===== src/rtl/datapath_bus.sv =====
// Register/bus datapath: PC, AR, DR, IR, AC, R, R1-R4 (R5 with DP_R5_EN), shared bus, ALU and result latch.
// Define DP_R5_EN to implement R5 (loaded by write_en[6], read on read_en 11).
module datapath_bus #(
  parameter int DATA_W = 16,
  parameter int ADDR_W = 16,
  parameter int OP_W   = 6
) (
  input  logic              clk,
  input  logic              rst,
  input  logic [2:0]        alu_op,
  input  logic [15:0]       write_en,
  input  logic [15:0]       inc_en,
  input  logic [15:0]       clr_en,
  input  logic [3:0]        read_en,
  input  logic [DATA_W-1:0] im_rdata,
  input  logic [DATA_W-1:0] dm_rdata,
  output logic [ADDR_W-1:0] im_addr,
  output logic [ADDR_W-1:0] dm_addr,
  output logic [DATA_W-1:0] dm_wdata,
  output logic              dm_we,
  output logic [OP_W-1:0]   instruction,
  output logic [15:0]       z,
  output logic [DATA_W-1:0] bus_dbg
);

`ifdef DP_R5_EN
  localparam int NUM_GPR = 5;
`else
  localparam int NUM_GPR = 4;
`endif

  logic [DATA_W-1:0] pc_q, ar_q, dr_q, ir_q, ac_q, r_q, alu_q;
  logic [DATA_W-1:0] pc_d, ar_d, dr_d, ir_d, ac_d, r_d, alu_d;
  logic [DATA_W-1:0] gpr_rd [1:NUM_GPR];
  logic [DATA_W-1:0] bus;
  logic [DATA_W-1:0] alu_f;

  always_comb begin
    bus = '0;
    case (read_en)
      4'd1:  bus = pc_q;
      4'd2:  bus = ar_q;
      4'd3:  bus = dr_q;
      4'd4:  bus = ir_q;
      4'd5:  bus = ac_q;
      4'd6:  bus = r_q;
      4'd7:  bus = gpr_rd[1];
      4'd8:  bus = gpr_rd[2];
      4'd9:  bus = gpr_rd[3];
      4'd10: bus = gpr_rd[4];
`ifdef DP_R5_EN
      4'd11: bus = gpr_rd[5];
`endif
      4'd12: bus = dm_rdata;
      4'd13: bus = im_rdata;
      default: bus = '0;
    endcase
  end

  // Shift amount uses only R[3:0]; all results wrap to DATA_W.
  always_comb begin
    alu_f = ac_q;
    case (alu_op)
      3'd1: alu_f = ac_q + r_q;
      3'd2: alu_f = ac_q - r_q;
      3'd3: alu_f = DATA_W'(ac_q * r_q);
      3'd4: alu_f = ac_q << r_q[3:0];
      default: alu_f = ac_q;
    endcase
  end

  always_comb begin
    pc_d = pc_q;
    if (clr_en[1])        pc_d = '0;
    else if (write_en[1]) pc_d = bus;
    else if (inc_en[1])   pc_d = pc_q + DATA_W'(1);

    ar_d = ar_q;
    if (clr_en[2])        ar_d = '0;
    else if (write_en[2]) ar_d = bus;

    dr_d = (read_en == 4'd12) ? dm_rdata : dr_q;
    ir_d = write_en[3] ? bus : ir_q;
    r_d  = write_en[5] ? bus : r_q;

    // Bus load wins over the ALU latch; AC picks up alu_q as it was before this edge.
    ac_d = ac_q;
    if (write_en[4])       ac_d = bus;
    else if (write_en[12]) ac_d = alu_q;
    else if (inc_en[4])    ac_d = ac_q + DATA_W'(1);

    alu_d = write_en[14] ? alu_f : alu_q;
  end

  always_ff @(posedge clk) begin
    if (rst) begin
      pc_q  <= '0;
      ar_q  <= '0;
      dr_q  <= '0;
      ir_q  <= '0;
      ac_q  <= '0;
      r_q   <= '0;
      alu_q <= '0;
    end else begin
      pc_q  <= pc_d;
      ar_q  <= ar_d;
      dr_q  <= dr_d;
      ir_q  <= ir_d;
      ac_q  <= ac_d;
      r_q   <= r_d;
      alu_q <= alu_d;
    end
  end

  // Rk is loaded by write_en[11-k]: R1..R5 map to bits 10..6.
  genvar gi;
  generate
    for (gi = 1; gi <= NUM_GPR; gi++) begin : g_gpr
      logic [DATA_W-1:0] gpr_q;
      always_ff @(posedge clk) begin
        if (rst)                  gpr_q <= '0;
        else if (write_en[11-gi]) gpr_q <= bus;
      end
      assign gpr_rd[gi] = gpr_q;
    end
  endgenerate

  assign im_addr     = pc_q[ADDR_W-1:0];
  assign dm_addr     = ar_q[ADDR_W-1:0];
  assign dm_wdata    = bus;
  assign dm_we       = write_en[11];
  assign instruction = ir_q[OP_W-1:0];
  assign z           = (ac_q == '0) ? 16'd1 : 16'd0;
  assign bus_dbg     = bus;

  logic unused_en;
`ifdef DP_R5_EN
  assign unused_en = ^{write_en[0], write_en[13], write_en[15], inc_en[15:5], inc_en[3:2],
                       inc_en[0], clr_en[15:3], clr_en[0]};
`else
  assign unused_en = ^{write_en[0], write_en[6], write_en[13], write_en[15], inc_en[15:5],
                       inc_en[3:2], inc_en[0], clr_en[15:3], clr_en[0]};
`endif

endmodule


===== config.mk =====
export PLATFORM = sky130hd
export DESIGN_NAME = datapath_bus
export DESIGN_NICKNAME = d
export VERILOG_FILES = /design/src/rtl/datapath_bus.sv
export SDC_FILE = /design/constraint.sdc
export NUM_CORES = 1
export LEC_CHECK = 0
export BUFFER_PORTS_ARGS = -buffer_cell sky130_fd_sc_hd__buf_2
export CAP_MARGIN = 20
export CORE_UTILIZATION = 50
export DETAILED_ROUTE_END_ITERATION = 8
export GPL_TIMING_DRIVEN = 1
export HOLD_SLACK_MARGIN = 0.12
export PLACE_DENSITY_LB_ADDON = 0.15
export SKIP_LAST_GASP = 1
export SLEW_MARGIN = 20
export SYNTH_ARGS = -nofsm -noshare
export SYNTH_HDL_FRONTEND = slang
export SYNTH_SLANG_ARGS = --single-unit
export TNS_END_PERCENT = 100

===== constraint.sdc =====
create_clock -name clk -period 5.45 [get_ports clk]
set_clock_uncertainty 0.15 [all_clocks]
set_input_delay 1.635 -clock clk [delete_from_list [all_inputs] [get_ports clk]]
set_output_delay 1.635 -clock clk [all_outputs]
set_load 0.05 [all_outputs]

==> flow_summary.yaml <==
run_status:
  outcome: "finished clean"
logic_synthesis:
  ys_top_cells_by_area: "dfxtp_1, fa_1, a211oi_1"
  synthCells: 1744
  synth_cell_types: 69
  syn_area_sq_um: 14120
  synthArstFlopShare_pct: 0
  ys_seq_area_share_pct: 24.95
  avgSynthCellArea_sq_um: 8.096
  yosysTopAreaCell: "dfxtp_1"
  synthFlopType: "dfxtp_1"
  ys_ff_latch: 176
  synth_edf_count: 0
  yosys_warnings: 0
  synthDominantCellAreaShare_pct: 24.95
clocking:
  clkTransAtPathRegs_ns: 0.06
  ctsHoldBuffers: 0
  clockBufferDepth: 2
  cts_root_buf: "clkbuf_16"
  h-tree-depth: 4
  cts_buffers: 17
  cts_sinks: 176
  insertion_delay_ns: 0.43
  cts_tree: "built"
pwr:
  p_switching_mw: 1.274
  p_int_mw: 2.448
  p_seq_share_pct: 38.5
  comb_power_share_pct: 29.2
  finalPower_mw: 3.722
  sw_frac_of_total_pct: 34.22
  p_leak_nw: 7.225
  irDropWorstVdd_v: 0.0002953
  pwr-share-clk_pct: 32.3
  p_per_area_nw_per_um2: 224.8
final_layout:
  antenna_cells: 0
  final.fill_count: 2634
  drive_gt1_share_pct: 21.95
  area.growth.synth_to_final_pct: 17.27
  layout.nets: 2127
critical_path:
  critical_path.max_stage_delay_ns: 0.55
  crit_required_ns: 5.64
  crit_type: "reg2reg"
  cp-end-kind: "flip-flop"
  startpoint_type: "flip-flop"
  crit_fanout: 7
  worstPathCellList: "buf_4 -> and2_1 -> fa_1 -> inv_1 -> fa_1 -> inv_1 -> fa_1 -> fa_1 -> inv_1 -> fa_1 -> fa_2 -> inv_1 -> ha_1 -> or3_4 -> o31ai_4 -> buf_4 -> xnor2_2 -> nand2_1 -> a211oi_2"
  worst_ep_arrival_time_ns: 5.63
  slowest_stage: "fa_1"
  path_common_cell: "fa_1"
run:
  cap_violations: 0
route:
  vias: 13178
  first_pass_iters: 5
  drc: 0
  ant_nets: 0
  via_per_inst: 5.785
  drt_iter0_drc: 1212
  wl_per_cell_microns: 19.96
  wl_microns: 45480
floorplan:
  ioPinCount: 176
  coreArea_sq_um: 27780
  die-area_sq_um: 28920
  fp-row-count: 61
  die_h_microns: 170.0
  initial_utilization_pct: 50.82
  die_w_microns: 170.0
global_route:
  grt_usage_pct: 32.09
  first_global_vias: 12331
  overflow: 0
  grt_pass1_wl_microns: 70390
  antenna_found_initial: 0
  grt_start_max_net_pins: 84
sta:
  rsz0062_at_grt: "yes"
  hold_viol: 0
  finalCriticalPeriod_ns: 5.439
  worst_slew_pin_slew_ns: 0.9589
  finalMaxSlewViolations: 0
  slew_headroom_pct: 35.94
  holdWs_ns: 0.3071
  fmaxAchievable_mhz: 183.9
  final.period_utilization_pct: 99.80
  setup_violations: 0
place:
  globalplace.congestion: 0.9312
  hpwl_microns: 34340
  port_buffers: 126
worst_hold_path:
  hold_class: "reg2reg"
## cell type report
cell class                      instances  area, sq um  share of cell area (%)
Sequential cell                       176         3572                   21.57
Clock inverter                         11        113.9                  0.6876
Tap cell                              378        473.0                   2.856
Inverter                              147        551.8                   3.332
Clock buffer                           21        460.4                   2.781
Timing Repair Buffer                  271         1833                   11.07
Multi-Input combinational cell       1274         9554                   57.70
## power groups by stage
stage | Clock (mW) | Combinational [mW] | Sequential [mW]
after floorplan | 0 | 0.724 | 1.46
after global placement | 0 | 1.03 | 1.46
after detailed placement | 0 | 1.04 | 1.46
after CTS | 1.22 | 1.05 | 1.43
after global routing | 1.27 | 1.17 | 1.44
final | 1.20 | 1.09 | 1.43
## cell families (layout without fill, tap and decap cells)
| group | Yosys count | count (layout) | synth area share (%) |
|---|---|---|---|
| and+or+nand+nor | 595 | 595 | 19.50 |
| adders and majority gates | 151 | 151 | 17.69 |
| AOI/OAI and AO/OA | 376 | 376 | 18.96 |
| buffers and inverters | 308 | 450 | 9.473 |
| other | 1 | 15 | 0.02656 |
| xor gates and xnor gates | 93 | 93 | 5.919 |
| DFF | 176 | 176 | 24.95 |
| muxes | 44 | 44 | 3.482 |
## routing by layer
metal	share of wire, %	vias up	GRT usage (%)
li1	-	6197	-
met1	43	6367	42.59
met2	47	535	52.74
met3	6.9	79	4.233
met4	3.2	0	12.73
met5	0	-	0
## Yosys cell counts (all sizes together), types with 11 or more instances
cell / number
a22o: 11
a21oi: 67
xor2: 25
o21ai: 29
a221oi: 21
nand2b: 18
and2: 58
fa: 81
nor3: 28
mux2: 11
mux2i: 30
a211oi: 138
ha: 70
clkbuf: 97
nand2: 167
buf: 64
nand3: 47
nand4: 11
a22oi: 62
nor2: 228
inv: 147
xnor2: 67
dfxtp: 176
## registers in the layout (all words and copies together), names as in the netlist
register and count:
im_addr 16, dr_q 16, alu_q 16, ir_q 16, r_q 16, g_gpr.gpr_q 64
ac_q 16, dm_addr 16
## cells in the final DEF, fill, tap and decap left out, types with 15 or more instances in the layout
cell       instances
fa_1              78
clkbuf_16         17
nand2_1          166
a211oi_1         134
a21oi_1           60
nor3_1            21
a22oi_1           62
buf_4            135
o21ai_0           27
a221oi_1          20
conb_1            15
nor2_2            17
ha_1              65
and2_1            54
mux2i_1           30
nand2b_1          18
nor2_1           208
xor2_1            25
dfxtp_1          159
inv_1            138
xnor2_1           61
nand3_1           46
buf_2            125
## worst max-delay path: cells and delay by family (launching register included)
family                   cells  cell delay [ns]
adder cells (fa/ha/maj)      7             3.17
AND/OR/NAND/NOR              3             0.57
buffers and inverters        6             0.51
AO/OA/AOI/OAI                2             0.46
flip-flops                   1             0.39
XOR/XNOR                     1             0.11
## timing repair
| item | in CTS | in global routing |
|---|---|---|
| setup buffers | 0 | 7 |
| resized for setup | 28 | 49 |
| setup endpoints to repair | 7 | 9 |
| pin swaps | 10 | 38 |
## worst paths after layout
kind / startpoint / endpoint / slack, ns / cells past startpoint
worst max-delay path: r_q[3]$_SDFFE_PP0P_ / alu_q[15]$_SDFFE_PP0P_ / 0.01 / 19
worst min-delay path: dr_q[3]$_SDFFE_PP0N_ / dr_q[3]$_SDFFE_PP0N_ / 0.31 / 2
worst max register to register: r_q[3]$_SDFFE_PP0P_ / alu_q[15]$_SDFFE_PP0P_ / 0.01 / 19
worst min register to register: dr_q[3]$_SDFFE_PP0N_ / dr_q[3]$_SDFFE_PP0N_ / 0.31 / 2
## per-stage QoR
stage	std cells	setup slack [ns]	instance area (sq um)	setup TNS, ns	util [%]
final	2278	0.01093	16560	0	59.60
after global routing	2278	-0.1240	16560	-0.2606	59.60
after CTS	2271	-0.02942	16280	-0.05347	58.61
after detailed placement	2239	-0.2990	15630	-1.206	56.25
after global placement	2239	-0.2786	15630	-1.161	56.25
after floorplan	1758	-0.02729	14220	-0.02729	-
No activity file was read; power rests on OpenSTA's default activity.
